===== src/rtl/tdm_demux.sv =====
// tdm_demux: receive side of the TDM link; locks to frame sync and splits the serial stream into CH_NUM slot words.
// Optional trailing even-parity bit per slot (adds par_err): define TDM_DEMUX_PARITY_EN.
module tdm_demux #(
   parameter int CH_NUM = 4,
   parameter int SLOT_W = 8
) (
   input  logic                     sys_clk,
   input  logic                     sys_rst_n,
   input  logic                     din,
   input  logic                     din_en,
   input  logic                     frm_sync,
   output logic [CH_NUM*SLOT_W-1:0] ch_data,
   output logic [CH_NUM-1:0]        ch_valid,
   output logic                     frm_done,
   output logic                     locked,
   output logic                     sync_err
`ifdef TDM_DEMUX_PARITY_EN
   ,
   output logic [CH_NUM-1:0]        par_err
`endif
);

`ifdef TDM_DEMUX_PARITY_EN
   localparam int SLOT_LEN = SLOT_W + 1;
`else
   localparam int SLOT_LEN = SLOT_W;
`endif
   // The final data bit is taken straight from din, so without parity the shifter needs one bit less.
   localparam int SHW = SLOT_LEN - 1;
   localparam int BW  = $clog2(SLOT_LEN);
   localparam int CHW = $clog2(CH_NUM);

   typedef enum logic {HUNT = 1'b0, RECV = 1'b1} state_t;

   state_t                        state, state_nxt;
   logic [BW-1:0]                 bit_cnt, bit_cnt_nxt;
   logic [CHW-1:0]                ch_cnt, ch_cnt_nxt;
   logic [SHW-1:0]                sh, sh_nxt, sh_in;
   logic [SLOT_W-1:0]             word_nxt;
   logic [CH_NUM-1:0][SLOT_W-1:0] words;
   logic                          load;
   logic [CH_NUM-1:0]             valid_nxt;
   logic                          done_nxt, serr_nxt;
   logic                          frame_start, last_bit;
`ifdef TDM_DEMUX_PARITY_EN
   logic [CH_NUM-1:0]             perr_nxt;

   function automatic logic slot_parity(input logic [SLOT_W-1:0] d, input logic p);
      return (^d) ^ p;
   endfunction
`endif

   assign sh_in       = SHW'({sh, din});
   assign frame_start = (bit_cnt == '0) && (ch_cnt == '0);
   assign last_bit    = (bit_cnt == BW'(SLOT_LEN - 1));
   assign ch_data     = words;
   assign locked      = (state == RECV);

   always_ff @(posedge sys_clk or negedge sys_rst_n) begin
      if (!sys_rst_n) state <= HUNT;
      else            state <= state_nxt;
   end

   always_comb begin
      state_nxt = state;
      if (din_en) begin
         case (state)
            HUNT:    if (frm_sync) state_nxt = RECV;
            RECV:    if (frame_start && !frm_sync) state_nxt = HUNT;
            default: state_nxt = HUNT;
         endcase
      end
   end

   always_comb begin
      bit_cnt_nxt = bit_cnt;
      ch_cnt_nxt  = ch_cnt;
      sh_nxt      = sh;
      load        = 1'b0;
      valid_nxt   = '0;
      done_nxt    = 1'b0;
      serr_nxt    = 1'b0;
`ifdef TDM_DEMUX_PARITY_EN
      word_nxt    = sh;
      perr_nxt    = '0;
`else
      word_nxt    = {sh, din};
`endif
      if (din_en) begin
         if (state == HUNT) begin
            if (frm_sync) begin
               sh_nxt      = sh_in;
               bit_cnt_nxt = BW'(1);
               ch_cnt_nxt  = '0;
            end
         end else if (frame_start && !frm_sync) begin
            serr_nxt    = 1'b1;
            sh_nxt      = '0;
            bit_cnt_nxt = '0;
            ch_cnt_nxt  = '0;
         end else if (frm_sync && !frame_start) begin
            // Early sync: drop the partial slot and restart the frame on this bit.
            serr_nxt    = 1'b1;
            sh_nxt      = sh_in;
            bit_cnt_nxt = BW'(1);
            ch_cnt_nxt  = '0;
         end else if (last_bit) begin
            load              = 1'b1;
            valid_nxt[ch_cnt] = 1'b1;
            bit_cnt_nxt       = '0;
`ifdef TDM_DEMUX_PARITY_EN
            perr_nxt[ch_cnt]  = slot_parity(sh, din);
`else
            sh_nxt            = sh_in;
`endif
            if (ch_cnt == CHW'(CH_NUM - 1)) begin
               ch_cnt_nxt = '0;
               done_nxt   = 1'b1;
            end else begin
               ch_cnt_nxt = ch_cnt + CHW'(1);
            end
         end else begin
            sh_nxt      = sh_in;
            bit_cnt_nxt = bit_cnt + BW'(1);
         end
      end
   end

   always_ff @(posedge sys_clk or negedge sys_rst_n) begin
      if (!sys_rst_n) begin
         bit_cnt  <= '0;
         ch_cnt   <= '0;
         sh       <= '0;
         words    <= '0;
         ch_valid <= '0;
         frm_done <= 1'b0;
         sync_err <= 1'b0;
`ifdef TDM_DEMUX_PARITY_EN
         par_err  <= '0;
`endif
      end else begin
         bit_cnt  <= bit_cnt_nxt;
         ch_cnt   <= ch_cnt_nxt;
         sh       <= sh_nxt;
         ch_valid <= valid_nxt;
         frm_done <= done_nxt;
         sync_err <= serr_nxt;
`ifdef TDM_DEMUX_PARITY_EN
         par_err  <= perr_nxt;
`endif
         if (load) words[ch_cnt] <= word_nxt;
      end
   end

endmodule


===== config.mk =====
export PLATFORM = sky130hd
export DESIGN_NAME = tdm_demux
export DESIGN_NICKNAME = d
export VERILOG_FILES = /design/src/rtl/tdm_demux.sv
export SDC_FILE = /design/constraint.sdc
export NUM_CORES = 1
export LEC_CHECK = 0
export BUFFER_PORTS_ARGS = -buffer_cell sky130_fd_sc_hd__buf_2
export CORE_MARGIN = 2
export CORE_UTILIZATION = 57
export CTS_CLUSTER_SIZE = 16
export DETAILED_ROUTE_END_ITERATION = 16
export GPL_TIMING_DRIVEN = 0
export PLACE_DENSITY = 0.84
export SLEW_MARGIN = 30
export SYNTH_ARGS = -nofsm -noshare
export SYNTH_HDL_FRONTEND = slang
export SYNTH_SLANG_ARGS = --single-unit

===== constraint.sdc =====
create_clock -name sys_clk -period 4 [get_ports sys_clk]
set_clock_uncertainty 0.15 [all_clocks]
set_input_delay 0.2 -clock sys_clk [delete_from_list [all_inputs] [get_ports sys_clk]]
set_output_delay 0.2 -clock sys_clk [all_outputs]
set_load 0.005 [all_outputs]

* Word-level counts from Yosys, hierarchy flattened
Index checks and enable logic that the tools add are counted.
** Storage, ports and cells
- Bits in registers :: 51
- Latch bits :: 0
- RAM bits :: 0
- ROM bits :: 0
- Bits of input ports :: 5
- Logic and storage cells :: 72
- Memories :: 0
** Operators by class
- Add/sub/neg operators :: 2
- Multiply operators :: 0
- Div/mod/pow operators :: 0
- Order comparisons :: 2
- Equal/unequal tests :: 3
- Shifts and indexed selects :: 0
- Multiplexer cells :: 42
- Bitwise logic cells :: 1
- Reduce and logical (&&, ||, !) cells :: 11
** Operator list (count)
- 32-bit bitwise mux :: 1
- 7-bit two-way mux :: 3
- 4-bit two-way mux :: 5
- 1-bit two-way mux :: 18
- 8-bit demux with 2-bit select :: 1
- 3-bit two-way mux :: 5
- 2-bit two-way mux :: 6
- 8-bit two-way mux :: 1
- 1-bit logical AND :: 4
- 4-bit by 1-bit != test with 1-bit output, second input constant :: 1
- 3-bit by 1-bit adder with 3-bit output, second input constant :: 1
- 3-bit equality test, second input constant :: 1
- 3-bit logical NOT :: 1
- 2-bit by 3-bit < comparator with 1-bit output, second input constant :: 1
- 3-bit AND reduction :: 1
- 2-bit by 1-bit adder with 2-bit output, second input constant :: 1
- 1-bit demux with 2-bit select :: 1
- 2-bit equality test, second input constant :: 1
- 2-bit by 1-bit >= comparator with 1-bit output, second input constant :: 1
- 1-bit logical NOT :: 2
- 2-bit logical NOT :: 1
- 1-bit case mux with 2 select lines :: 1
- 2-bit AND reduction :: 1
- 2-bit nonzero test :: 1
- 1-bit inverter :: 1

* Logic depth before layout (Yosys ltp)
Gate-level depths: netlist (run 1).
- Word-level depth :: 9
- Depth in mapped cells :: 11

* Least setup slack after synthesis (run 1)
Ideal clock, no wire load.
- Path type :: reg-to-reg
- Start point :: register ch_cnt[0]
- End point :: register words (netlist bit ch_data[10])
- Arrival :: 2185 ps
- Path slack :: 1540 ps
- Cell stages (with the launch flop) :: 9
- Path buffers :: 1
- Period minus slack after synthesis :: 2460 ps
- Path through :: dfrtp_1 inv_1 ha_1 nand2_1 or2_2 ha_1 buf_2 nor4_4 mux2_2
** On the way
- Word-level cells in the longest chain between the ends :: 8
- Elaborated cells between the ends (all ways) :: 15
- Classes of those cells :: order compare: 2; mux: 7; reduce/logical: 6
** Ends and longest elaborated chain
- from (decl) :: line 37 : logic [CHW-1:0] ch_cnt, ch_cnt_nxt;
- from (signal assigned) :: line 143 : ch_cnt <= ch_cnt_nxt;
- parallel branches: the longest is 8 deep, another holds 2-bit by 3-bit < comparator with 1-bit output
- to (signal, indexed assignment) :: line 151 : if (load) words[ch_cnt] <= word_nxt;
- to (decl) :: line 40 : logic [CH_NUM-1:0][SLOT_W-1:0] words;
Several ways; the timed one is not identified.
A chain may end at the register's enable or synchronous reset.

* Final worst setup path (run 1)
- Start point :: register ch_cnt[0]
- End point :: register words (netlist bit ch_data[14])
Same word-level chain as after synthesis.

==> run_results.csv, run 1 <==
group,metric,value,unit
worst_setup_path,crit_fanout,9,
timing,worst_pin_slew,0.7794,ns
route,wl_met2,2.028,mm
floorplanning,die-area,4169,um2
power,p_leak,0.001360,uW
timing,finalCritPeriodShare,71.84,%
timing,setup_viol,0,
floorplanning,ios,44,
cts,cts_buffers,5,
finish,final_common_cell,"dfrtp_1",
cts,path_clk_slew,0.09,ns
cts,cts_tree,"done",
floorplanning,core-area,3606,um2
finish,nFillCells,270,
timing,period_needed,2.874,ns
worst_setup_path,cp.required,4.04,ns
synthesis,avgSynthCellArea,13.49,um2
timing,tns,0,ns
finish,nNetsFinal,219,
power,p_per_area,516.4,nW/um2
route,via_count,1362,
worst_setup_path,path_buf_inv,2,
route,drtIter0Drc,93,
finish,area_delta_synth_final,17.47,%
floorplanning,start_util,57.98,%
grt,antenna_found_initial,0,
route,drc,0,
finish,num_antenna_cells,0,
worst_setup_path,start_kind,"flip-flop",
timing,relSlewSlack,47.65,%
cts,cts-root-buf,"clkbuf_8",
cts,clockBufferDepth,2,
placed_design,port_buffers,42,
grt,grt_usage,21.89,%
route,highest_layer,"met4",
finish,layout_common_cells,"dfrtp_1, buf_2, mux2_2, nand2_1, ha_1",
synthesis,syn-num-nets,169,
floorplanning,die_w,64.57,um
worst_setup_path,crit_top_cell,"ha_1",
synthesis,netlist_top_cells_area,"dfrtp_1, mux2_2, ha_1",
cts,cts.sinks,50,
synthesis,synth_top_area_share,59.84,%
job,maxCapViolations,0,
finish,drive_gt1_share,44.39,%
grt,overflow,0,
outcome,status,"finished, final reports clean",
synthesis,yosysSeqAreaShare,59.84,%
synthesis,synth_top_cell_by_area,"dfrtp_1",
timing,hold_violations,0,
route,drtPass1Iterations,4,
worst_setup_path,cp_cell_sequence,"inv_1 > ha_1 > nand2_1 > or2_2 > ha_1 > buf_2 > nor4_4 > mux2_2",
route,wire_per_inst,15.74,um
timing,worst_slack,1.126,ns
floorplanning,die_h,64.57,um
synthesis,ys_ff_latch,50,
placed_design,dp_hpwl,2.857,mm
cts,clk_latency,0.30,ns
synthesis,synthDistinctLibCells,27,
power,ir_drop,0.0002958,V
route,avgViaCountPerCell,5.383,
timing,rsz0062_at_grt,"false",
worst_setup_path,max_stage_delay,0.73,ns
timing,slew_violations,0,
timing,whs,0.02308,ns
grt,grt_pass1_vias,1384,
route,drt-met1-wl,1.731,mm
worst_setup_path,crit_family,"simple AND/OR/NAND/NOR gates",
placed_design,gp_congestion,0.8392,
worst_setup_path,cp-end-kind,"flip-flop",
worst_setup_path,worstSetupPathType,"flip-flop to flip-flop",
synthesis,ys_warn_count,0,
worst_setup_path,cpMaxStageDelayCell,"nor4_4",
cts,h-tree-depth,2,
route,wl_met3,164,um
timing,fmax,348.0,MHz
grt,grt_max_degree,51,
route,detail-route-antenna-nets,0,
grt,grt_pass1_wl,6.782,mm
floorplanning,rows,22,
synthesis,synth_area,2091,um2
route,routed_wl,3.983,mm
placed_design,dp_slack,1.144,ns
hold_path,hold_class,"input port to flip-flop",
synthesis,synthCells,155,
worst_setup_path,cp_data_arrival_time,2.91,ns
[per-layer routing]
layer	global-route usage [%]	vias to the layer above
li1	-	631
met1	27.01	680
met2	38.28	46
met3	3.819	5
met4	8.777	0
met5	0	-
[worst register-to-register path: cells and delay by family, from the launching register on]
| family | cells | cell delay [ns] |
|---|---|---|
| buffers and inverters | 2 | 0.30 |
| DFF | 1 | 0.42 |
| adders and majority gates | 2 | 0.39 |
| muxes | 1 | 0.42 |
| and+or+nand+nor | 3 | 1.09 |
[kinds of logic (layout without fill, tap and decap cells)]
kind of cell	count (synthesis)	in the layout	share of synthesized area, %
fa+ha+maj	9	9	5.386
mux	34	34	18.19
compound gates	15	15	4.488
simple gates	32	32	8.737
flops	50	50	59.84
buf+inv	15	65	3.351
[synthesized netlist by cell type]
cell type and instances:
inv_1 7, nor4_4 2, o21bai_1 1, mux2_2 29
o21ai_0 7, a31oi_1 1, a31o_2 1, clkbuf_1 1
mux2_1 3, a21oi_1 1, o21ai_1 1, buf_4 2
nor3_1 1, nand3_2 1, buf_2 5, a32oi_1 1
a22o_1 2, ha_1 9, nor3b_1 2, dfrtp_1 50
nand2_1 17, nand4b_1 1, nand3_1 2, nand2_2 1
mux2i_1 2, nor2_1 4, or2_2 1
[through the flow]
stage | power, uW | instance area (um2) | std cells | util, %
after floorplan | 873.3 | 2091 | 155 | -
after global placement | 966.5 | 2361 | 245 | 65.48
after detailed placement | 998.8 | 2364 | 245 | 65.54
after CTS | 1281 | 2456 | 253 | 68.11
after global routing | 1354 | 2456 | 253 | 68.11
final | 1268 | 2456 | 253 | 68.11
[state kept, by name, indices dropped and copies added, names as in the netlist]
register	flops
bit_cnt	3
ch_cnt	2
ch_data	32
ch_valid	4
locked	1
sh	7
sync_err	1
[what timing repair did]
action / in CTS / in global routing
buffers inserted: 0 / 0
hold buffers: 1 / 0
endpoints found under the hold margin: 50 / 0
resized for setup: 0 / 0
endpoints found under the setup margin: 0 / 0
[where the power goes]
part	internal (uW)	switching [uW]	leakage, uW
clock	121	159	0.0000444
combinational	143	165	0.000638
sequential	597	83.3	0.000678
total	861	407	0.00136
[cell type report]
type | instances | area [um2] | area share (%)
plain buffers | 8 | 43.79 | 1.783
clock inverters | 2 | 13.76 | 0.5604
flip-flops and latches | 50 | 1251 | 50.94
multi-input cells | 90 | 769.5 | 31.33
well taps | 48 | 60.06 | 2.445
clock buffers | 5 | 68.82 | 2.802
repair buffers | 43 | 222.7 | 9.068
inverters | 7 | 26.28 | 1.070
[final timing paths]
| kind | start | slack, ns | depth (start not counted) | end |
|---|---|---|---|---|
| max | ch_cnt[0] | 1.13 | 8 | ch_data[14] |
| min | din | 0.02 | 3 | sh[0] |
| max reg2reg | ch_cnt[0] | 1.13 | 8 | ch_data[14] |
| min reg2reg | ch_data[15] | 0.35 | 1 | ch_data[15] |
| max in group asynchronous | sys_rst_n | 2.99 | 2 | sh[4] |
| min in group asynchronous | sys_rst_n | 0.31 | 2 | bit_cnt[2] |
Power figures use the tool's default switching activity.
==> inputs of run 2 (changes only) <==
CORE_UTILIZATION = 48   (was 57)
PLACE_DENSITY = 0.75   (was 0.84)
clock period = 2.63 ns   (was 4 ns; I/O delays follow)
==> run_results.csv, run 2 (synthesis gave the netlist of run 1 again) <==
group,metric,value,unit
outcome,status,"finished, final reports clean",
cts,path_clk_slew,0.09,ns
cts,cts.sinks,50,
power,p_total,2090,uW
finish,nNetsFinal,229,
worst_setup_path,cpMaxStageDelayCell,"dfrtp_1",
route,drtPass1Iterations,4,
power,p_int,1447,uW
finish,drive_gt1_share,47.22,%
worst_setup_path,cp-end-kind,"flip-flop",
cts,cts-root-buf,"clkbuf_8",
worst_setup_path,max_stage_delay,0.42,ns
finish,regArea,1251,um2
grt,grt_pass1_wl,6.693,mm
timing,tns,0,ns
timing,worst_slack,0.1559,ns
finish,nFillCells,335,
placed_design,gp_congestion,0.7845,
finish,layout_common_cells,"dfrtp_1, buf_2, mux2_2, nand2_1, buf_4",
power,seq_power_share,49.5,%
timing,slew_violations,0,
cts,cts_buffers,5,
route,drtIter0Drc,91,
floorplanning,start_util,49.03,%
timing,finalCritPeriodShare,94.07,%
power,p_leak,0.001426,uW
cts,h-tree-depth,2,
timing,relSlewSlack,58.84,%
grt,grt_pass1_vias,1379,
floorplanning,die_h,70,um
timing,rsz0062_at_grt,"false",
worst_setup_path,cp_cell_sequence,"inv_2 > ha_4 > nand2_1 > or2_2 > inv_1 > ha_1 > buf_6 > nand4b_1 > nor3b_2 > buf_4 > mux2_2",
timing,setup_viol,0,
worst_setup_path,cp.required,2.68,ns
power,swShare,30.78,%
floorplanning,die-area,4900,um2
power,combinationalPowerShare,24.6,%
timing,whs,0.08561,ns
floorplanning,core-area,4264,um2
timing,worst_pin_slew,0.6174,ns
timing,fmax,404.2,MHz
cts,cts_tree,"done",
grt,antenna_found_initial,0,
power,ir_drop,0.0004264,V
worst_setup_path,cp_data_arrival_time,2.52,ns
route,avgViaCountPerCell,5.216,
cts,clockBufferDepth,2,
finish,num_antenna_cells,0,
worst_setup_path,start_kind,"flip-flop",
floorplanning,die_w,70,um
timing,period_needed,2.474,ns
worst_setup_path,crit_fanout,5,
route,wire_per_inst,15.18,um
route,drc,0,
job,maxCapViolations,0,
cts,clk_latency,0.30,ns
placed_design,port_buffers,42,
hold_path,hold_class,"input port to flip-flop",
grt,overflow,0,
finish,largest_reg_flops,32,
worst_setup_path,path_buf_inv,4,
finish,area_delta_synth_final,25.07,%
timing,hold_violations,0,
power,power.share.clock,25.9,%
worst_setup_path,crit_family,"simple AND/OR/NAND/NOR gates",
floorplanning,rows,24,
placed_design,dp_slack,-0.2183,ns
route,detail-route-antenna-nets,0,
finish,final_common_cell,"dfrtp_1",
worst_setup_path,worstSetupPathType,"flip-flop to flip-flop",
floorplanning,ios,44,
grt,grt_max_degree,51,
route,via_count,1398,
grt,grt_usage,17.53,%
route,routed_wl,4.067,mm
power,p_per_area,799.2,nW/um2
placed_design,dp_hpwl,2.682,mm
finish,multiInputGateArea,787.0,um2
power,switchingPower,643.3,uW
finish,final_util,61.33,%
-- run 2: cell types whose count changed in the layout (fill, tap and decap cells not counted), sizes merged --
cell         delta
buf             +7
bufinv          +1
dlygate4sd3     +3
-- run 2: area by class of cell --
| class | count | area share [%] |
|---|---|---|
| buffer | 8 | 2.105 |
| clock buffer | 5 | 2.632 |
| clock inverter | 3 | 1.675 |
| inverter | 7 | 1.005 |
| multi-input combinational | 90 | 30.10 |
| sequential | 50 | 47.85 |
| tap | 52 | 2.488 |
| timing repair buffer | 53 | 12.15 |
-- run 2: power groups by stage --
| stage | clock network [uW] | registers [uW] | logic, uW |
|---|---|---|---|
| 4_1_cts | 560 | 1030 | 484 |
| 5_1_grt | 594 | 1060 | 580 |
| 3_3_place_gp | 0 | 1040 | 445 |
| 2_1_floorplan | 0 | 1020 | 305 |
| 3_5_place_dp | 0 | 1050 | 471 |
| 6_report | 541 | 1040 | 514 |
-- run 2: tightest hold or removal path, delay by kind of cell --
kind	cells	cell delay [ns]
fa+ha+maj	1	0.15
simple gates	1	0.05
buf+inv	2	0.17
-- run 2: repair_timing --
item	in CTS	in global routing
hold endpoints to repair	57	0
buffers inserted	3	3
gates resized for setup	1	11
hold buffers	4	0
endpoints found under the setup margin	17	16
cloned	0	1
pin swaps	2	1
-- run 2: metrics by stage --
stage | instance area (um2) | instances
floorplan | 2091 | 155
finish | 2615 | 268
detailed placement | 2369 | 249
CTS | 2559 | 264
global route | 2615 | 268
global placement | 2366 | 249
-- run 2: final timing paths --
kind                             start           to  slack [ns]  depth (start not counted)
max                          ch_cnt[0]  ch_data[16]        0.16                         11
min                           frm_sync     sync_err        0.09                          4
max reg2reg                  ch_cnt[0]  ch_data[16]        0.16                         11
min reg2reg                ch_data[15]  ch_data[15]        0.34                          1
max in group asynchronous    sys_rst_n  ch_data[18]        1.69                          2
min in group asynchronous    sys_rst_n  ch_data[25]        0.23                          2
-- run 2: layer usage --
metal | wire (um) | GRT usage [%] | vias up
li1 | - | - | 650
met1 | 1868 | 23.33 | 705
met2 | 1971 | 28.78 | 37
met3 | 186 | 5.051 | 6
met4 | 42 | 3.846 | 0
met5 | 0 | 0 | -
